## config.mk

```make
export PLATFORM = sky130hd
export DESIGN_NAME = pc_sequencer_flat
export DESIGN_NICKNAME = d
export VERILOG_FILES = /design/src/rtl/core_pkg.sv /design/src/rtl/pc_sequencer_if.sv /design/src/rtl/next_ip_calc.sv /design/src/rtl/pc_sequencer.sv /design/src/flat_wrapper.sv
export SDC_FILE = /design/constraint.sdc
export NUM_CORES = 1
export LEC_CHECK = 0
export CORE_AREA = 2 2 107 109
export CTS_CLUSTER_DIAMETER = 60
export DETAILED_ROUTE_END_ITERATION = 16
export DIE_AREA = 0 0 109 111
export PLACE_DENSITY = 0.71
export SYNTH_ARGS = -nofsm -noshare
export SYNTH_HDL_FRONTEND = slang
export SYNTH_SLANG_ARGS = --single-unit
export TNS_END_PERCENT = 100
```

## constraint.sdc

```tcl
create_clock -name clk -period 7.79 [get_ports clk]
set_clock_uncertainty 0.2 [all_clocks]
set_input_delay 0.779 -clock clk [delete_from_list [all_inputs] [get_ports clk]]
set_output_delay 0.779 -clock clk [all_outputs]
set_load 0.01 [all_outputs]
```

## src/rtl/core_pkg.sv

```systemverilog
// Shared types and constants for the instruction sequencer: FSM states,
// control-flow opcodes, flag reset value and small decode helpers.
package core_pkg;

  typedef enum logic [2:0] {
    S_HALTED    = 3'd0,
    S_FETCH     = 3'd1,
    S_FETCH_IMM = 3'd2,
    S_DECODE    = 3'd3,
    S_EXEC      = 3'd4
  } seq_state_e;

  localparam logic [3:0] OP_BR    = 4'hC;
  localparam logic [3:0] OP_JMP   = 4'hD;
  localparam logic [3:0] OP_JMPI0 = 4'hE;
  localparam logic [3:0] OP_JMPI1 = 4'hF;

  // Ordered {n, z, p}
  localparam logic [2:0] FLAGS_RESET = 3'b010;

  function automatic logic [15:0] sext8(input logic [7:0] v);
    return {{8{v[7]}}, v};
  endfunction

  function automatic logic is_imm_op(input logic [3:0] op);
    return (op == OP_JMPI0) || (op == OP_JMPI1);
  endfunction

endpackage

```

## src/rtl/pc_sequencer_if.sv

```systemverilog
// Instruction-memory and execute-unit handshake bundle. The sequencer drives
// the master side; memory and execute datapath sit on the slave side.
interface pc_sequencer_if;
  logic        imem_req;
  logic [15:0] imem_addr;
  logic        imem_ack;
  logic [15:0] imem_rdata;
  logic [15:0] instr;
  logic        exec_start;
  logic        exec_done;
  logic        exec_wr;
  logic [15:0] exec_result;

  modport master (
    output imem_req, imem_addr, instr, exec_start,
    input  imem_ack, imem_rdata, exec_done, exec_wr, exec_result
  );

  modport slave (
    input  imem_req, imem_addr, instr, exec_start,
    output imem_ack, imem_rdata, exec_done, exec_wr, exec_result
  );
endinterface

```

## src/rtl/next_ip_calc.sv

```systemverilog
// Combinational next-IP computation for sequential, branch, relative-jump and
// absolute-jump instructions. Relative offsets are based on the instruction's own IP.
module next_ip_calc
  import core_pkg::*;
(
  input  logic [15:0] ip,
  input  logic [15:0] instr,
  input  logic [15:0] imm,
  input  logic        n,
  input  logic        z,
  input  logic        p,
  output logic [15:0] target
);

  logic [15:0] w_off;
  logic [15:0] w_rel;
  logic        w_taken;

  // Select target by opcode; instr[8] picks offset direction
  always_comb begin
    w_off   = sext8(instr[7:0]);
    w_rel   = instr[8] ? (ip + w_off) : (ip - w_off);
    w_taken = (instr[11] & n) | (instr[10] & z) | (instr[9] & p);
    case (instr[15:12])
      OP_BR:              target = w_taken ? w_rel : (ip + 16'd1);
      OP_JMP:             target = w_rel;
      OP_JMPI0, OP_JMPI1: target = imm;
      default:            target = ip + 16'd1;
    endcase
  end

endmodule

```

## src/rtl/pc_sequencer.sv

```systemverilog
// Instruction sequencer: owns IP, instruction register and NZP flags, and runs
// the fetch/decode/execute loop over the memory and execute handshakes.
module pc_sequencer
  import core_pkg::*;
#(
  parameter logic [15:0] RESET_IP = 16'h0000
) (
  input  logic          clk,
  input  logic          rst,
  input  logic          run,
  input  logic          halt_req,
  pc_sequencer_if.master bus,
  output logic [15:0]   ip,
  output logic          n,
  output logic          z,
  output logic          p,
  output logic          halted
);

  seq_state_e  r_state, w_state_next;
  logic [15:0] r_ip, w_ip_next;
  logic [15:0] r_instr, w_instr_next;
  logic [15:0] r_imm, w_imm_next;
  logic        r_n, r_z, r_p;
  logic [2:0]  w_flags_next;
  logic        r_imem_req, w_imem_req_next;
  logic [15:0] r_imem_addr, w_imem_addr_next;
  logic        r_exec_start, w_exec_start_next;
  logic        r_halted, w_halted_next;
  logic [15:0] w_target;
  logic [15:0] w_fetch_ip;
  logic        w_enter_fetch;
  logic        w_halt_now;

  next_ip_calc u_next_ip (
    .ip     (r_ip),
    .instr  (r_instr),
    .imm    (r_imm),
    .n      (r_n),
    .z      (r_z),
    .p      (r_p),
    .target (w_target)
  );

  // Next-state and next-output logic; outputs are registered one edge later
  always_comb begin
    w_state_next      = r_state;
    w_ip_next         = r_ip;
    w_instr_next      = r_instr;
    w_imm_next        = r_imm;
    w_flags_next      = {r_n, r_z, r_p};
    w_imem_req_next   = 1'b0;
    w_imem_addr_next  = r_imem_addr;
    w_exec_start_next = 1'b0;
    w_fetch_ip        = r_ip;
    case (r_state)
      S_HALTED: begin
        if (run) begin
          w_state_next = S_FETCH;
        end else begin
          w_state_next = S_HALTED;
        end
      end
      S_FETCH: begin
        if (r_imem_req && bus.imem_ack) begin
          w_instr_next = bus.imem_rdata;
          if (is_imm_op(bus.imem_rdata[15:12])) begin
            w_state_next     = S_FETCH_IMM;
            w_imem_req_next  = 1'b1;
            w_imem_addr_next = r_ip + 16'd1;
          end else begin
            w_state_next = S_DECODE;
          end
        end else begin
          w_imem_req_next = 1'b1;
        end
      end
      S_FETCH_IMM: begin
        if (r_imem_req && bus.imem_ack) begin
          w_imm_next   = bus.imem_rdata;
          w_state_next = S_DECODE;
        end else begin
          w_imem_req_next = 1'b1;
        end
      end
      S_DECODE: begin
        case (r_instr[15:12])
          OP_BR, OP_JMP, OP_JMPI0, OP_JMPI1: begin
            w_ip_next    = w_target;
            w_fetch_ip   = w_target;
            w_state_next = S_FETCH;
          end
          default: begin
            w_exec_start_next = 1'b1;
            w_state_next      = S_EXEC;
          end
        endcase
      end
      S_EXEC: begin
        if (bus.exec_done) begin
          if (bus.exec_wr) begin
            w_flags_next = {bus.exec_result[15], bus.exec_result == 16'h0000,
                            ~bus.exec_result[15] & (bus.exec_result != 16'h0000)};
          end else begin
            w_flags_next = {r_n, r_z, r_p};
          end
          w_ip_next    = r_ip + 16'd1;
          w_fetch_ip   = r_ip + 16'd1;
          w_state_next = S_FETCH;
        end else begin
          w_state_next = S_EXEC;
        end
      end
      default: w_state_next = S_HALTED;
    endcase
    // halt_req is only honoured at an instruction boundary, i.e. on FETCH entry
    w_enter_fetch    = (w_state_next == S_FETCH) && (r_state != S_FETCH);
    w_halt_now       = w_enter_fetch && halt_req;
    w_imem_req_next  = w_imem_req_next | (w_enter_fetch & ~halt_req);
    w_imem_addr_next = w_enter_fetch ? w_fetch_ip : w_imem_addr_next;
    w_state_next     = w_halt_now ? S_HALTED : w_state_next;
    w_halted_next    = (w_state_next == S_HALTED);
  end

  // State and output registers with synchronous reset
  always_ff @(posedge clk) begin
    if (rst) begin
      r_state      <= S_HALTED;
      r_ip         <= RESET_IP;
      r_instr      <= 16'h0000;
      r_imm        <= 16'h0000;
      {r_n, r_z, r_p} <= FLAGS_RESET;
      r_imem_req   <= 1'b0;
      r_imem_addr  <= 16'h0000;
      r_exec_start <= 1'b0;
      r_halted     <= 1'b1;
    end else begin
      r_state      <= w_state_next;
      r_ip         <= w_ip_next;
      r_instr      <= w_instr_next;
      r_imm        <= w_imm_next;
      {r_n, r_z, r_p} <= w_flags_next;
      r_imem_req   <= w_imem_req_next;
      r_imem_addr  <= w_imem_addr_next;
      r_exec_start <= w_exec_start_next;
      r_halted     <= w_halted_next;
    end
  end

  assign bus.imem_req   = r_imem_req;
  assign bus.imem_addr  = r_imem_addr;
  assign bus.instr      = r_instr;
  assign bus.exec_start = r_exec_start;
  assign ip             = r_ip;
  assign n              = r_n;
  assign z              = r_z;
  assign p              = r_p;
  assign halted         = r_halted;

endmodule

```

## src/flat_wrapper.sv

```systemverilog
// flat-port wrapper written by rule: the top's interface ports become plain ports
module pc_sequencer_flat import core_pkg::*;
#(
  parameter logic [15:0] RESET_IP = 16'h0000
)
  (clk, rst, run, halt_req, ip, n, z, p, halted, bus_imem_req, bus_imem_addr, bus_instr, bus_exec_start, bus_imem_ack, bus_imem_rdata, bus_exec_done, bus_exec_wr, bus_exec_result);
  pc_sequencer_if bus_i ();
  input  logic clk;
  input  logic rst;
  input  logic run;
  input  logic halt_req;
  output logic [15:0] ip;
  output logic n;
  output logic z;
  output logic p;
  output logic halted;
  output wire logic [$bits(bus_i.imem_req)-1:0] bus_imem_req;
  output wire logic [$bits(bus_i.imem_addr)-1:0] bus_imem_addr;
  output wire logic [$bits(bus_i.instr)-1:0] bus_instr;
  output wire logic [$bits(bus_i.exec_start)-1:0] bus_exec_start;
  input wire logic [$bits(bus_i.imem_ack)-1:0] bus_imem_ack;
  input wire logic [$bits(bus_i.imem_rdata)-1:0] bus_imem_rdata;
  input wire logic [$bits(bus_i.exec_done)-1:0] bus_exec_done;
  input wire logic [$bits(bus_i.exec_wr)-1:0] bus_exec_wr;
  input wire logic [$bits(bus_i.exec_result)-1:0] bus_exec_result;
  assign bus_imem_req = bus_i.imem_req;
  assign bus_imem_addr = bus_i.imem_addr;
  assign bus_instr = bus_i.instr;
  assign bus_exec_start = bus_i.exec_start;
  assign bus_i.imem_ack = bus_imem_ack;
  assign bus_i.imem_rdata = bus_imem_rdata;
  assign bus_i.exec_done = bus_exec_done;
  assign bus_i.exec_wr = bus_exec_wr;
  assign bus_i.exec_result = bus_exec_result;
  pc_sequencer #(.RESET_IP(RESET_IP)) u_core (.clk(clk), .rst(rst), .run(run), .halt_req(halt_req), .bus(bus_i), .ip(ip), .n(n), .z(z), .p(p), .halted(halted));
endmodule
```

# == Yosys cells after proc, flatten, opt, wreduce, memory -nomap -nowiden ==
# Index checks and enable logic that the tools add are counted.
# word_totals
mem_count,0
inputBits,39
out_inout_bits,54
mem_bits_ro,0
ramBits,0
word_cells,78
reg_bits,73
latchBits,0
# classes
bitwise_logic,11
mux,23
order_cmp,0
n_reduce_logical,18
addsub,3
n_eq_ne,12
multipliers,0
shift,0
div,0
# ops
op,n
two-way mux 16 bit,8
case mux 16 bit (3 select lines),1
case mux 16 bit (2 select lines),1
== test 4 bit (second input constant),6
adder 16 x 1 -> 16 bit (second input constant),1
adder 16 bit,1
logical NOT 16 bit,1
nonzero test 16 bit,1
subtractor 16 bit,1
two-way mux 3 bit,5
case mux 3 bit (5 select lines),1
== test 3 x 1 -> 1 bit (second input constant),2
== test 3 x 2 -> 1 bit (second input constant),2
logical NOT 3 bit,2
two-way mux 1 bit,6
AND reduction 3 bit,2
nonzero test 2 bit,3
bitwise AND 1 bit,5
AND reduction 2 bit,2
OR reduction 2 bit,2
OR reduction 4 bit,1
== test 3 bit (second input constant),1
logical AND 1 bit,3
!= test 3 x 1 -> 1 bit (second input constant),1
other kinds (4),8

# == Longest topological paths before layout ==
# depth
word_depth,10
mapped_depth,14
depth_no_buf,14

# == By module ==
# Synthesis repeated with hierarchy kept, for this count alone.
# hier_totals
cells_unflattened,649
hier_area_um2,5052.3
# modules_own_cells
mod,cells_each,seq_area_each_um2,area_per_inst_um2,n_inst
pc_sequencer,420,1461.4,3448.3,1
next_ip_calc,229,0.0,1604.0,1

# == Worst setup path before layout ==
# Ideal clock, no wire load.
# synth_path
kind,reg2reg
startpoint,"reg u_core.r_instr[2], in the netlist u_core.bus.instr[2]"
endpoint,"reg u_core.r_imem_addr[15], in the netlist u_core.bus.imem_addr[15]"
arrival_ps,2986
n_path_buf,0
stages_incl_launch_ff,14
synth_period_minus_slack_ps,3255
path_slack_ps,4535
setup_time_ps,69
required_ps,7521
cell_sequence,dfxtp_1 -> nor2_1 -> nor4b_1 -> nand2_1 -> ha_1 -> mux2i_1 -> ha_1 -> nand2_1 -> a211oi_1 -> a211oi_2 -> o21ai_0 -> or4_4 -> a31oi_4 -> o2bb2ai_2
# synth_between
elab_chain_len,7
elab_cells_between_ends,8
cone_classes,add/sub: 2; mux: 6
# synth_lines
element,line_no,text
start: declaration,pc_sequencer.sv:22,"logic [15:0] r_instr, w_instr_next;"
start signal: assignment,pc_sequencer.sv:140,r_instr <= w_instr_next;
subtractor 16 bit / adder 16 bit (equally long branches),next_ip_calc.sv:22,w_rel = instr[8] ? (ip + w_off) : (ip - w_off);
two-way mux 16 bit *,next_ip_calc.sv:22,
two-way mux 16 bit,next_ip_calc.sv:25,OP_BR: target = w_taken ? w_rel : (ip + 16'd1);
case mux 16 bit (3 select lines) *,next_ip_calc.sv:24,case (instr[15:12])
two-way mux 16 bit *,-,
case mux 16 bit (2 select lines) *,pc_sequencer.sv:56,case (r_state)
two-way mux 16 bit *,pc_sequencer.sv:120,w_imem_addr_next = w_enter_fetch ? w_fetch_ip : w_imem_addr_next;
end signal: assignment,pc_sequencer.sv:144,r_imem_addr <= w_imem_addr_next;
end: declaration,pc_sequencer.sv:27,"logic [15:0] r_imem_addr, w_imem_addr_next;"
# Every way passes the cells marked *; elsewhere a longest branch is shown, timed or not.
# A chain may end at the register's enable or synchronous reset.

# == Final worst setup path ==
# layout_path
startpoint,"reg u_core.r_instr[0], in the netlist u_core.bus.instr[0]"
endpoint,"reg u_core.r_imem_addr[15], in the netlist u_core.bus.imem_addr[15]"
# Same word-level chain as after synthesis.

==> results by group <==
Outcome
  • Status: complete, no violations

Floorplanning
  • Die area: approximately 12000 um2
  • CORE AREA: around 11000 um2
  • Row cnt: 39
  • Height of the die: 111 um
  • I/O pin count: 93
  • Die Width: ~110 um
  • Initial Util: ~43%

Finish
  • Nets: approximately 750
  • Final Cell Area: roughly 6100 um2
  • Layout area overhead: 27.0%
  • Filler cells: roughly 1100
  • Final Instance Count excl. Fillers: between 800 and 900
  • Antenna Diode Count: 0
  • FF+latch area: around 1500 um2
  • Layout cells sized above 1: 7.51%
  • Multi-input logic area: between 3000 and 4000 um2

Clock tree
  • Clock transition at the registers of the reported paths: 60 ps
  • Hold_buf cts: 0
  • Latest clock arrival within the worst-skew pair: approximately 340 ps
  • Root Buffer: clkbuf_16
  • Clock sink count: 73
  • Post-CTS Setup Bufs: 0
  • # resized after CTS: 0
  • CTS tree: done
  • Num CTS Buffers: 9
  • Clock Path Buffers: 2
  • H-tree depth: 3

Drt
  • Wire per inst: 19.1 um
  • Routed WL: between 15000 and 20000 um
  • Vias per cell: 6.01
  • DRT iter0 DRCs: 397
  • Vias: about 5000
  • First drt pass iteration count: 5
  • DRC violations left: 0
  • Antenna Nets Post-Route: 0

Timing
  • Setup Total Neg Slack: 0 ps
  • RSZ-0062 raised after global routing: no
  • Setup violations, final: 0
  • Max-slew violations: 0
  • FMAX: 273 MHz
  • Worst slew pin tran: between 1000 and 1500 ps
  • Max-slew headroom: between 20% and 30%
  • Period minus WS final: roughly 3700 ps
  • Fin crit share: around 47%
  • Final Hold Vio Count: 0

Yosys
  • Synthesized instance count: 614
  • Syn_nets: 675
  • Number of synthesized register bits: 73
  • Yosys cell types: 80
  • Top cells by area, synth: dfxtp_1, nand2_1, a21oi_1, ha_1, xor2_1
  • Most frequent cell after synthesis: nand2_1
  • FFs w/ async S/R, synth: 0%
  • Synth Flop Type: dfxtp_1
  • Yosys warns: 0
  • Post-synth EDFFs: 0
  • Post-synthesis sequential area ratio: a little under a third
  • Synthesized area per cell: between 7 and 8 um2
  • Commonest cells post-synth: nand2_1, dfxtp_1, a21oi_1, nor2_1, o21ai_0
  • Area fraction of the dominant cell type after synthesis: between 30% and 40%
  • Yosys top cell by area: dfxtp_1
  • Post-Syn Area: slightly below 5000 um2

Worst setup path
  • Crit path launch type: flop
  • Crit path DAT: ~3700 ps
  • Crit Path Category: reg2reg
  • Req. time, crit path: around 7900 ps
  • Crit. End Element: flop
  • CP Max Fanout: 6

Global route
  • Pin count of the biggest net entering global routing: 69
  • Vias in the first global route: approximately 4800
  • Initial antenna violation count: 0
  • GRT Residual Overflow: 0
  • Gr usage total: 27.1%
  • First-pass GRT wire length: 25300 um

Placed design
  • Dpl cells: between 800 and 900
  • Post-DP HPWL: 12100 um
  • Number of I/O port buffers: slightly above 90
  • Placed inst area: 5780 um2
  • Gpl congestion: around 0.93

Pwr
  • Internal: around 0.72 mW
  • Clk pwr share: between 50% and 60%
  • Net Sw Frac: between 20% and 30%
  • Pleak: between 2 and 2.5 nW
  • Gate power share: between 8 and 9%
  • Peak supply drop: ~95 uV
  • Psw: around 0.21 mW
  • Power share of the sequential group: around two fifths
  • Power Dens Cells: 153 nW/um2

Run
  • Maxcap violations: 0

Hold path
  • Worst Hold Class: reg2reg
-- layout make-up --
type / instances / area share (%)
timing repair buffer: 95 / 15.4
clock inverter: 6 / 1.76
multi-input combinational: 490 / 51.2
clock buffer: 9 / 3.69
inverter: 19 / 1.17
tap: 143 / 2.93
sequential: 73 / 23.9
-- per-stage QoR --
step / util (%) / hold slack, ps / power (mW) / setup WS [ps]
2_1_floorplan: - / 236 / 0.430 / 4540
3_3_place_gp: 52.2 / 247 / 0.467 / 4190
3_5_place_dp: 52.2 / 249 / 0.468 / 4100
4_1_cts: 55.2 / 259 / 0.938 / 4120
5_1_grt: 55.2 / 280 / 0.968 / 3700
6_report: 55.2 / 258 / 0.936 / 4130
-- critical path, stage by stage (launching register included) --
cell and delay (ps):
dfxtp_1 360, inv_1 80, ha_1 180, nand2_1 80, o41ai_1 630, nand2_1 120, ha_1 350, a21oi_1 200
o21ai_0 140, a211oi_2 310, o21ai_0 190, or4_4 450, a31oi_4 200, o2bb2ai_2 110
-- worst paths after layout --
path / start / endpoint / slack, ps / depth (start not counted)
max reg2reg: u_core.bus.instr[0]$_SDFFE_PP0P_ / u_core.bus.imem_addr[15]$_SDFFE_PP0P_ / 4130 / 13
min reg2reg: u_core.r_imm[0]$_SDFFE_PP0P_ / u_core.r_imm[0]$_SDFFE_PP0P_ / 260 / 2
max: u_core.bus.instr[0]$_SDFFE_PP0P_ / u_core.bus.imem_addr[15]$_SDFFE_PP0P_ / 4130 / 13
min: u_core.r_imm[0]$_SDFFE_PP0P_ / u_core.r_imm[0]$_SDFFE_PP0P_ / 260 / 2
-- power groups by stage --
stage	Combinational, mW	Clock [mW]	Sequential, mW
after global placement	0.0792	0	0.388
after floorplan	0.0429	0	0.387
final	0.0815	0.475	0.380
after global routing	0.0872	0.500	0.380
after CTS	0.0805	0.478	0.380
after detailed placement	0.0801	0	0.388
-- registers in the layout (all words and copies together) (netlist names) --
| name | count |
|---|---|
| u_core.halted | 1 |
| u_core.r_imm | 16 |
| u_core.bus.exec_start | 1 |
| u_core.bus.instr | 16 |
| u_core.z | 1 |
| u_core.r_state | 3 |
| u_core.n | 1 |
| u_core.ip | 16 |
| u_core.bus.imem_req | 1 |
| u_core.bus.imem_addr | 16 |
| u_core.p | 1 |
-- per-layer routing --
layer | global-route usage (%) | share of wire, % | wire length (um) | vias up
met5 | 0 | 0 | 0 | -
met1 | 36.3 | 43 | 6800 | 2368
met3 | 5.06 | 7.4 | 1190 | 40
met4 | 12.1 | 3.5 | 556 | 0
met2 | 41.9 | 46 | 7410 | 227
li1 | - | - | - | 2381
-- placed cells by master, fill, tap and decap left out, drive strengths merged, types with 4 or more instances in the layout --
cell type,count
nand2,112
clkdlybuf4s50,91
dfxtp,73
a21oi,70
nor2,44
o21ai,34
xor2,21
ha,21
inv,19
nor3,17
a22oi,15
nand3,13
xnor2,10
a221oi,9
clkbuf,9
and2,8
nand2b,8
nor4,8
o22ai,6
o31ai,6
o211ai,6
a211oi,6
and3,5
nand4,5
a31oi,5
o2bb2ai,5
mux2i,4
a21o,4
o21a,4
buf,4
-- cell families after synthesis --
family	after synthesis	synth area share [%]
adders and majority gates	22	5.88
AOI/OAI and AO/OA	196	27.8
xor gates and xnor gates	31	5.64
DFF	73	30.4
and+or+nand+nor	236	24.6
muxes	5	1.07
buffers and inverters	51	4.63
(Power assumes the default switching activity.)
